==> src/rtl/fll_cfg_pkg.sv <==
// Shared types and constants for the FLL configuration sequencer.
package fll_cfg_pkg;

  typedef enum logic [2:0] {
    RESET_IDLE,
    BOOT_WR1,
    BOOT_WR2,
    WAIT_LOCK,
    RUN
  } state_t;

  typedef enum logic [1:0] {
    HS_IDLE,
    HS_REQ,
    HS_REL,
    HS_DRAIN
  } hs_phase_t;

  localparam logic [1:0] FLL_STATUS = 2'd0;
  localparam logic [1:0] FLL_CFG1   = 2'd1;
  localparam logic [1:0] FLL_CFG2   = 2'd2;
  localparam logic [1:0] FLL_INTEG  = 2'd3;

  localparam int ST_LOCK_SYNC   = 0;
  localparam int ST_BOOT_DONE   = 1;
  localparam int ST_TIMEOUT_ERR = 2;
  localparam int ST_LOCK_LOST   = 3;

endpackage

==> src/rtl/fll_cfg_hs.sv <==
// Four-phase req/ack engine for the FLL config port; one access per start pulse,
// with a per-edge ack timeout that aborts and then drains the ack without limit.
module fll_cfg_hs
  import fll_cfg_pkg::*;
#(
  parameter int ACK_TIMEOUT = 64
) (
  input  logic        clk,
  input  logic        rst,
  input  logic        start,
  input  logic        wrn,
  input  logic [1:0]  addr,
  input  logic [31:0] data,
  input  logic        fll_ack,
  input  logic [31:0] fll_r_data,
  output logic        fll_req,
  output logic        fll_wrn,
  output logic [1:0]  fll_add,
  output logic [31:0] fll_data,
  output logic        busy,
  output logic        done,
  output logic        err,
  output logic [31:0] rdata
);

  localparam int CNT_W = (ACK_TIMEOUT > 1) ? $clog2(ACK_TIMEOUT) : 1;

  hs_phase_t          phase, phase_n;
  logic [CNT_W-1:0]   cnt, cnt_n;
  logic               req_n, wrn_n, done_n, err_n;
  logic [1:0]         add_n;
  logic [31:0]        data_n, rdata_n;

  assign busy = (phase != HS_IDLE);

  always_ff @(posedge clk or posedge rst) begin
    if (rst) begin
      phase    <= HS_IDLE;
      cnt      <= '0;
      fll_req  <= 1'b0;
      fll_wrn  <= 1'b1;
      fll_add  <= '0;
      fll_data <= '0;
      rdata    <= '0;
      done     <= 1'b0;
      err      <= 1'b0;
    end else begin
      phase    <= phase_n;
      cnt      <= cnt_n;
      fll_req  <= req_n;
      fll_wrn  <= wrn_n;
      fll_add  <= add_n;
      fll_data <= data_n;
      rdata    <= rdata_n;
      done     <= done_n;
      err      <= err_n;
    end
  end

  // Address/data/wrn only change on start, so they stay put until the ack falls.
  always_comb begin
    phase_n = phase;
    cnt_n   = cnt;
    req_n   = fll_req;
    wrn_n   = fll_wrn;
    add_n   = fll_add;
    data_n  = fll_data;
    rdata_n = rdata;
    done_n  = 1'b0;
    err_n   = 1'b0;
    case (phase)
      HS_IDLE: begin
        if (start) begin
          phase_n = HS_REQ;
          req_n   = 1'b1;
          wrn_n   = wrn;
          add_n   = addr;
          data_n  = data;
          cnt_n   = '0;
        end
      end
      HS_REQ: begin
        if (fll_ack) begin
          req_n   = 1'b0;
          rdata_n = fll_r_data;
          phase_n = HS_REL;
          cnt_n   = '0;
        end else if (cnt == CNT_W'(ACK_TIMEOUT - 1)) begin
          req_n   = 1'b0;
          phase_n = HS_DRAIN;
        end else begin
          cnt_n = cnt + CNT_W'(1);
        end
      end
      HS_REL: begin
        if (!fll_ack) begin
          phase_n = HS_IDLE;
          done_n  = 1'b1;
        end else if (cnt == CNT_W'(ACK_TIMEOUT - 1)) begin
          phase_n = HS_DRAIN;
        end else begin
          cnt_n = cnt + CNT_W'(1);
        end
      end
      HS_DRAIN: begin
        if (!fll_ack) begin
          phase_n = HS_IDLE;
          done_n  = 1'b1;
          err_n   = 1'b1;
        end
      end
      default: phase_n = HS_IDLE;
    endcase
  end

endmodule

==> src/rtl/fll_cfg_sequencer.sv <==
// Boots the FLL (two config writes, lock wait), drives the clock mux select and
// forwards host register accesses onto the shared FLL config handshake.
module fll_cfg_sequencer
  import fll_cfg_pkg::*;
#(
  parameter logic [31:0] BOOT_CFG1    = 32'h8000_05F5,
  parameter logic [31:0] BOOT_CFG2    = 32'h0000_0147,
  parameter int          LOCK_TIMEOUT = 4096,
  parameter int          ACK_TIMEOUT  = 64,
  parameter int          SYNC_STAGES  = 2
) (
  input  logic        clk_i,
  input  logic        rst_i,
  input  logic        boot_en_i,
  input  logic        host_req_i,
  input  logic        host_we_i,
  input  logic [1:0]  host_addr_i,
  input  logic [31:0] host_wdata_i,
  output logic        host_gnt_o,
  output logic        host_rvalid_o,
  output logic [31:0] host_rdata_o,
  output logic        host_err_o,
  output logic        fll_req_o,
  output logic        fll_wrn_o,
  output logic [1:0]  fll_add_o,
  output logic [31:0] fll_data_o,
  input  logic        fll_ack_i,
  input  logic [31:0] fll_r_data_i,
  input  logic        fll_lock_i,
  output logic        clk_sel_o,
  output logic [3:0]  status_o
);

  localparam int LC_W = (LOCK_TIMEOUT > 1) ? $clog2(LOCK_TIMEOUT) : 1;

  state_t             state, state_n;
  logic [SYNC_STAGES-1:0] lock_ff;
  logic               lock_sync;
  logic [LC_W-1:0]    lock_cnt, lock_cnt_n;
  logic               clk_sel_n;
  logic               boot_done, boot_done_n;
  logic               timeout_err, timeout_err_n;
  logic               lock_lost, lock_lost_n;
  logic               lock_arm, lock_arm_n;
  logic               host_active, host_active_n;
  logic               hs_start, hs_wrn, hs_busy, hs_done, hs_err;
  logic [1:0]         hs_addr;
  logic [31:0]        hs_data, hs_rdata;

  assign lock_sync = lock_ff[SYNC_STAGES-1];

  fll_cfg_hs #(.ACK_TIMEOUT(ACK_TIMEOUT)) u_hs (
    .clk        (clk_i),
    .rst        (rst_i),
    .start      (hs_start),
    .wrn        (hs_wrn),
    .addr       (hs_addr),
    .data       (hs_data),
    .fll_ack    (fll_ack_i),
    .fll_r_data (fll_r_data_i),
    .fll_req    (fll_req_o),
    .fll_wrn    (fll_wrn_o),
    .fll_add    (fll_add_o),
    .fll_data   (fll_data_o),
    .busy       (hs_busy),
    .done       (hs_done),
    .err        (hs_err),
    .rdata      (hs_rdata)
  );

  always_ff @(posedge clk_i or posedge rst_i) begin
    if (rst_i) begin
      state       <= RESET_IDLE;
      lock_ff     <= '0;
      lock_cnt    <= '0;
      clk_sel_o   <= 1'b0;
      boot_done   <= 1'b0;
      timeout_err <= 1'b0;
      lock_lost   <= 1'b0;
      lock_arm    <= 1'b0;
      host_active <= 1'b0;
    end else begin
      state       <= state_n;
      lock_ff     <= {lock_ff[SYNC_STAGES-2:0], fll_lock_i};
      lock_cnt    <= lock_cnt_n;
      clk_sel_o   <= clk_sel_n;
      boot_done   <= boot_done_n;
      timeout_err <= timeout_err_n;
      lock_lost   <= lock_lost_n;
      lock_arm    <= lock_arm_n;
      host_active <= host_active_n;
    end
  end

  always_comb begin
    state_n       = state;
    lock_cnt_n    = lock_cnt;
    clk_sel_n     = clk_sel_o;
    boot_done_n   = boot_done;
    timeout_err_n = timeout_err | hs_err;
    lock_lost_n   = lock_lost;
    lock_arm_n    = lock_arm;
    host_active_n = host_active & ~hs_done;
    hs_start      = 1'b0;
    hs_wrn        = 1'b1;
    hs_addr       = FLL_STATUS;
    hs_data       = '0;
    host_gnt_o    = 1'b0;
    case (state)
      RESET_IDLE: begin
        if (boot_en_i) begin
          hs_start = 1'b1;
          hs_wrn   = 1'b0;
          hs_addr  = FLL_CFG1;
          hs_data  = BOOT_CFG1;
          state_n  = BOOT_WR1;
        end else begin
          state_n = RUN;
        end
      end
      BOOT_WR1: begin
        if (hs_done && hs_err) begin
          boot_done_n = 1'b1;
          state_n     = RUN;
        end else if (hs_done) begin
          hs_start = 1'b1;
          hs_wrn   = 1'b0;
          hs_addr  = FLL_CFG2;
          hs_data  = BOOT_CFG2;
          state_n  = BOOT_WR2;
        end
      end
      BOOT_WR2: begin
        if (hs_done && hs_err) begin
          boot_done_n = 1'b1;
          state_n     = RUN;
        end else if (hs_done) begin
          lock_cnt_n = '0;
          lock_arm_n = 1'b1;
          state_n    = WAIT_LOCK;
        end
      end
      WAIT_LOCK: begin
        if (lock_sync) begin
          clk_sel_n   = 1'b1;
          boot_done_n = 1'b1;
          state_n     = RUN;
        end else if (lock_cnt == LC_W'(LOCK_TIMEOUT - 1)) begin
          timeout_err_n = 1'b1;
          boot_done_n   = 1'b1;
          state_n       = RUN;
        end else begin
          lock_cnt_n = lock_cnt + LC_W'(1);
        end
      end
      RUN: begin
        if (host_req_i && !hs_busy && !(host_active && !hs_done)) begin
          host_gnt_o    = 1'b1;
          hs_start      = 1'b1;
          hs_wrn        = ~host_we_i;
          hs_addr       = host_addr_i;
          hs_data       = host_wdata_i;
          host_active_n = 1'b1;
        end
        // Once armed by a successful boot, track lock indefinitely in either direction.
        if (clk_sel_o && !lock_sync) begin
          clk_sel_n   = 1'b0;
          lock_lost_n = 1'b1;
        end else if (lock_arm && lock_sync && !clk_sel_o) begin
          clk_sel_n = 1'b1;
        end
      end
      default: state_n = RESET_IDLE;
    endcase
  end

  assign host_rvalid_o = hs_done & host_active;
  assign host_err_o    = host_rvalid_o & hs_err;
  assign host_rdata_o  = (host_rvalid_o && !hs_err) ? hs_rdata : '0;

  always_comb begin
    status_o                 = '0;
    status_o[ST_LOCK_SYNC]   = lock_sync;
    status_o[ST_BOOT_DONE]   = boot_done;
    status_o[ST_TIMEOUT_ERR] = timeout_err;
    status_o[ST_LOCK_LOST]   = lock_lost;
  end

endmodule

==> config.mk <==
export PLATFORM = sky130hd
export DESIGN_NAME = fll_cfg_sequencer
export DESIGN_NICKNAME = d
export VERILOG_FILES = /design/src/rtl/fll_cfg_pkg.sv /design/src/rtl/fll_cfg_hs.sv /design/src/rtl/fll_cfg_sequencer.sv
export SDC_FILE = /design/constraint.sdc
export NUM_CORES = 1
export LEC_CHECK = 0
export CORE_MARGIN = 10
export CORE_UTILIZATION = 28
export CTS_BUF_LIST = sky130_fd_sc_hd__clkbuf_2
export DETAILED_ROUTE_END_ITERATION = 8
export SYNTH_ARGS = -nofsm -noshare
export SYNTH_HDL_FRONTEND = slang
export SYNTH_SLANG_ARGS = --single-unit
==> constraint.sdc <==
create_clock -name clk_i -period 3.33 [get_ports clk_i]
set_input_delay 0.666 -clock clk_i [delete_from_list [all_inputs] [get_ports clk_i]]
set_output_delay 0.666 -clock clk_i [all_outputs]
set_load 0.01 [all_outputs]
==> results of run 1 <==
[state kept, by name, summed over array words and instances, names as in the netlist]
register / count
boot_done: 1
clk_sel_o: 1
host_active: 1
lock_arm: 1
lock_cnt: 12
lock_ff: 2
lock_lost: 1
state: 3
timeout_err: 1
u_hs.cnt: 6
u_hs.done: 1
u_hs.err: 1
u_hs.fll_add: 2
u_hs.fll_data: 32
u_hs.fll_req: 1
u_hs.fll_wrn: 1
u_hs.phase: 2
u_hs.rdata: 32
[through the flow]
stage          total power (µW)  std cells  cell area, µm²  setup slack [ns]  hold slack [ns]
6_report                   4370        778            6420             0.249            0.388
5_1_grt                    4680        777            6420            0.0143            0.324
4_1_cts                    4440        777            6410            0.0292            0.328
3_5_place_dp               3800        760            6290             0.453            0.340
3_3_place_gp               3740        760            6290             0.489            0.337
2_1_floorplan              2860        421            4590            0.0185            0.331
[timing repair]
action	4_1_cts	5_1_grt
setup buffers	1	0
resized for setup	0	2
endpoints found under the setup margin	1	29
pin swaps	1	0
[critical path, cell delays in order (launching register included)]
cell	delay [ns]
dfrtp_2	0.54
nor2b_2	0.16
buf_4	0.31
and3_1	0.25
clkdlybuf4s50_1	0.55
[report_power, final]
group          total, µW  switching (µW)  internal, µW
clock                620             445           175
combinational       1840             793          1040
sequential          1910             241          1670
total               4370            1480          2890
[final timing paths]
kind | depth (start not counted) | slack, ns | to
setup / recovery | 4 | 0.25 | host_rdata_o[26]
hold / removal | 2 | 0.39 | u_hs.rdata[27]
setup reg to reg | 7 | 0.88 | u_hs.fll_data[2]
hold reg to reg | 0 | 0.39 | lock_ff[1]
max in group asynchronous | 3 | 2.21 | u_hs.fll_wrn
min in group clk_i | 0 | 0.39 | lock_ff[1]
[cell type report]
class,instances,share of cell area
repair buffers,157,0.243
clock buffers,9,0.00702
flip-flops and latches,101,0.394
diodes,1,0.000390
well taps,216,0.0421
inverters,12,0.00741
clock inverters,7,0.0111
multi-input cells,275,0.295
[cell families after synthesis]
| group | Yosys count | share of synthesized area |
|---|---|---|
| compound gates | 110 | 0.162 |
| xor+xnor | 2 | 0.00381 |
| fa+ha+maj | 7 | 0.0191 |
| buf+inv | 45 | 0.0414 |
| flops | 101 | 0.551 |
| mux | 33 | 0.0809 |
| simple gates | 123 | 0.143 |
[metal layers]
metal  vias up  wire (µm)
met5         -          0
met4         0        142
met3        12        771
met2        82       6770
met1      1861       5570
li1       1787          -
[cells in the final DEF (no fill, tap or decap), drive strengths merged, types with 4 or more instances in the layout]
master / instances
and3: 39
nand2: 28
a21oi: 19
nor2: 18
dfrtp: 100
o22a: 4
nand3: 10
nor3: 8
o21ai: 30
clkdlybuf4s50: 148
a22o: 23
a31oi: 7
mux2: 33
o31ai: 10
buf: 9
nor2b: 5
clkbuf: 9
ha: 7
a21o: 4
inv: 14
==> impl_results.md, run 1 <==
- Status: finished, final reports clean
- Setup violations, final: 0
- Mapped Cells: 421
- Gpl congestion: 0.791
- Worst-path clk slew: 0.28 ns
- Leading area contributor after synthesis: dfrtp_1
- Post-synth top area share: 0.545
- Post-DP HPWL: 9620 µm
- Critical Path End Type: primary output
- Unrepaired setup endpoints after global routing: no
- Setup TNS: 0 ns
- Most frequent cell after synthesis: dfrtp_1
- CTS Buf Count: 9
- Mapped Avg Cell Area: 10.9 µm²
- Layout cells sized above 1: 0.116
- Maximum VDD drop: 0.263 mV
- Post-synth ARST share: 1.00
- CORE AREA: 16,000 µm²
- Maximum clock frequency: 0.325 GHz
- CP Max Fanout: 36
- Final core utilization: 0.401
- Full die area: 21,900 µm²
- Crit start category: register
- First-pass iteration count of the detailed router: 4
- Clk_lat worst skew: 0.60 ns
- Clk buf depth: 2
- Sequential-to-total area share from yosys stat: 0.551
- Final WL: 13,300 µm
- Die X: 148 µm
- # DRC: 0
- Max cap viols: 0
- Routed len/inst: 17.0 µm
- Initial antenna violation count: 1
- Net Count, Synth: 501
- GRT Total Usage: 0.120
- Slew margin rel.: 0.252
- IO Port Bufs: 148
- Grt ovf: 0
- CTS tree: done
- Area occupied by multi-input gates: 1890 µm²
- Ports: 149
- Post-synth EDFFs: 0
- Vias in the first global route: 3,861
- Vias per cell: 4.81
- Starting Density: 0.287
- Nets: 636
- Hold_buf cts: 0
- Min Tclk post-route: 3.08 ns
- Initial DRC Count: 245
- Filler cell count: 1,586
- Mapped cell area: 4590 µm²
- GRT busiest layer: met2
- Tightest Pin Transition: 1.12 ns
- Netlist cell types: 44
- Static Leak: 0.00283 µW
- Final hold viol count: 0
- Yosys warns: 0
- CP required: 2.66 ns
- Grt met1 use: 0.139
- Synth top area cells: dfrtp_1 54%, mux2_2 8.1%, and3_1 5.3%
- Most instantiated cells after synthesis: 100 x dfrtp_1, 39 x and3_1, 33 x mux2_2
- Crit Path Class: register to primary output
- First-pass GRT wire length: 21,200 µm
- # rows: 46
- H-tree levels: 3
- Worst R2R Start: u_hs.phase[0]
- Clock Tree Root: clkbuf_2
- Final Max Tran Viols: 0
- Area delta synth->final: 39.7%
- Sequential cell area: 2530 µm²
- Worst Path Arrival: 2.42 ns
- Met2 usage: 0.206
- Met3 Track Usage GR: 0.0391
- Die Height: 148 µm
- CTS sink cnt: 101
- Min-Delay Path Class: input pin to asynchronous set/reset pin
- ANT nets after route: 0
- PwrDens: 680 nW/µm²
- Synth Register Bits: 101
- CP Launch Point: u_hs.done
- Period utilization: 0.925
- Largest net degree at the start of global routing: 69
- Most used DFF post-synth: dfrtp_1
- Clock skew: 0.0238 ns
- Total vias in the final route: 3,742
No activity file was read; power rests on OpenSTA's default activity.
==> run 2: changes to the inputs <==
- ABC_CLOCK_PERIOD_IN_PS: default -> 3330
- SKIP_CTS_REPAIR_TIMING: default -> 1
==> impl_results.md, run 2 (synthesis gave the netlist of run 1 again) <==
- CTS Buf Count: 9 (unchanged)
- Commonest non-fill, non-tap cell in the layout: clkdlybuf4s50_1 (unchanged)
- CP Max Fanout: 36 (unchanged)
- IO Port Bufs: 148 (unchanged)
- Worst path max stage delay: 0.55 ns (about the same)
- Die X: 148 µm (unchanged)
- # rows: 46 (unchanged)
- Total vias in the final route: 3,749 (was 3,742)
- Overall Power: 4370 µW (about the same)
- Slew margin rel.: 0.251 (was 0.252)
- Unrepaired setup endpoints after global routing: no (unchanged)
- PwrDens: 679 nW/µm² (was 680 nW/µm²)
- Vias in the first global route: 3,854 (was 3,861)
- Initial DRC Count: 226 (was 245)
- Min-Delay Path Class: input pin to asynchronous set/reset pin (unchanged)
- Reg-to-Reg End: u_hs.fll_data[2] (unchanged)
- Vias per cell: 4.81 (about the same)
- Final Max Tran Viols: 0 (unchanged)
- Nets: 637 (was 636)
- Period utilization: 0.927 (was 0.925)
- Largest net degree at the start of global routing: 69 (unchanged)
- Initial antenna violation count: 1 (unchanged)
- CP required: 2.66 ns (about the same)
- Final core utilization: 0.402 (was 0.401)
- Ports: 149 (unchanged)
- Crit start category: register (unchanged)
- CTS tree: done (unchanged)
- Maximum VDD drop: 0.263 mV (about the same)
- # DRC: 0 (unchanged)
- Critical Path End Type: primary output (unchanged)
- Setup violations, final: 0 (unchanged)
- Clk_lat worst skew: 0.59 ns (was 0.60 ns)
- Gpl congestion: 0.791 (unchanged)
- Layout cells sized above 1: 0.117 (was 0.116)
- Critical Path, Cell by Cell: nor2b_2, buf_4, and3_1, clkdlybuf4s50_1 (unchanged)
- Die Height: 148 µm (unchanged)
- ANT nets after route: 0 (unchanged)
- First-pass GRT wire length: 21,200 µm (about the same)
- Starting Density: 0.287 (unchanged)
- Clock Tree Root: clkbuf_2 (unchanged)
- Full die area: 21,900 µm² (unchanged)
- CTS sink cnt: 101 (unchanged)
- First-pass iteration count of the detailed router: 4 (unchanged)
- Status: finished, final reports clean (unchanged)
- Clock skew: 0.0229 ns (was 0.0238 ns)
- Max cap viols: 0 (unchanged)
- Clk buf depth: 2 (unchanged)
- Final hold viol count: 0 (unchanged)
- Min Tclk post-route: 3.09 ns (was 3.08 ns)
- Post-DP HPWL: 9620 µm (unchanged)
- Grt ovf: 0 (unchanged)
- GRT Total Usage: 0.120 (about the same)
- Most frequent cells in the layout: 147 x clkdlybuf4s50_1, 99 x dfrtp_1, 39 x and3_1 (was 148 x clkdlybuf4s50_1, 99 x dfrtp_1, 39 x and3_1)
- Slowest-stage cell, CP: clkdlybuf4s50_1 (unchanged)
- Worst R2R Start: u_hs.phase[0] (unchanged)
- Final WL: 13,300 µm (about the same)
- Worst Path Arrival: 2.42 ns (about the same)
- Tightest Pin Transition: 1.12 ns (about the same)
- Worst-path clk slew: 0.28 ns (about the same)
- Routed len/inst: 17.0 µm (about the same)
- H-tree levels: 3 (unchanged)
- Area delta synth->final: 40.0% (was 39.7%)
- Crit Path Class: register to primary output (unchanged)
- Regs by FF count: u_hs.fll_data (32), u_hs.rdata (32), lock_cnt (12) (unchanged)
- Static Leak: 0.00286 µW (was 0.00283 µW)
- Worst reg2reg path depth: 7 (unchanged)
- CORE AREA: 16,000 µm² (unchanged)
- Maximum clock frequency: 0.324 GHz (was 0.325 GHz)
- Reg2reg setup slack: 0.88 ns (about the same)
==> run 2: final cells by class <==
| class | count | area [µm²] |
|---|---|---|
| clock buffer | 9 | 45.0 |
| inverter | 12 | 47.5 |
| antenna | 1 | 2.50 |
| multi-input combinational | 275 | 1890 |
| fill | 1583 | 9570 |
| clock inverter | 7 | 71.3 |
| tap | 216 | 270 |
| sequential | 101 | 2530 |
| timing repair buffer | 158 | 1570 |
==> run 2: worst max-delay path by stage <==
stage,startpoint,endpoint,slack (ns)
after floorplan,rst_i,boot_done,0.02
after global placement,host_req_i,host_gnt_o,0.49
after detailed placement,host_req_i,host_gnt_o,0.45
after CTS,state[1],host_gnt_o,-0.21
after global routing,u_hs.done,host_rdata_o[26],0.06
final,u_hs.done,host_rdata_o[26],0.24
==> run 2: report_power, final <==
part,switching [µW],internal (µW),leakage (µW)
Clock,444,175,0.0000664
Combinational,794,1050,0.00153
Sequential,241,1670,0.00126
==> run 2: critical path: cells and delay by family (launching register included) <==
kind	cells	cell delay (ns)
buffers and inverters	2	0.86
AND/OR/NAND/NOR	2	0.41
flip-flops	1	0.54
==> run 2: metal layers <==
| layer | wire length [µm] | track usage | vias up |
|---|---|---|---|
| li1 | - | - | 1790 |
| met3 | 768 | 0.0391 | 10 |
| met2 | 6800 | 0.206 | 86 |
| met1 | 5590 | 0.139 | 1863 |
| met5 | 0 | 0 | - |
| met4 | 121 | 0.0357 | 0 |
==> run 2: through the flow <==
step	hold slack (ns)	instance area, µm²	instances	setup WS [ns]	setup TNS, ns
2_1_floorplan	0.331	4590	421	0.0185	0
3_3_place_gp	0.337	6290	760	0.489	0
3_5_place_dp	0.340	6290	760	0.453	0
4_1_cts	0.328	6400	776	-0.211	-0.211
5_1_grt	0.324	6430	778	0.0572	0
6_report	0.386	6430	779	0.243	0
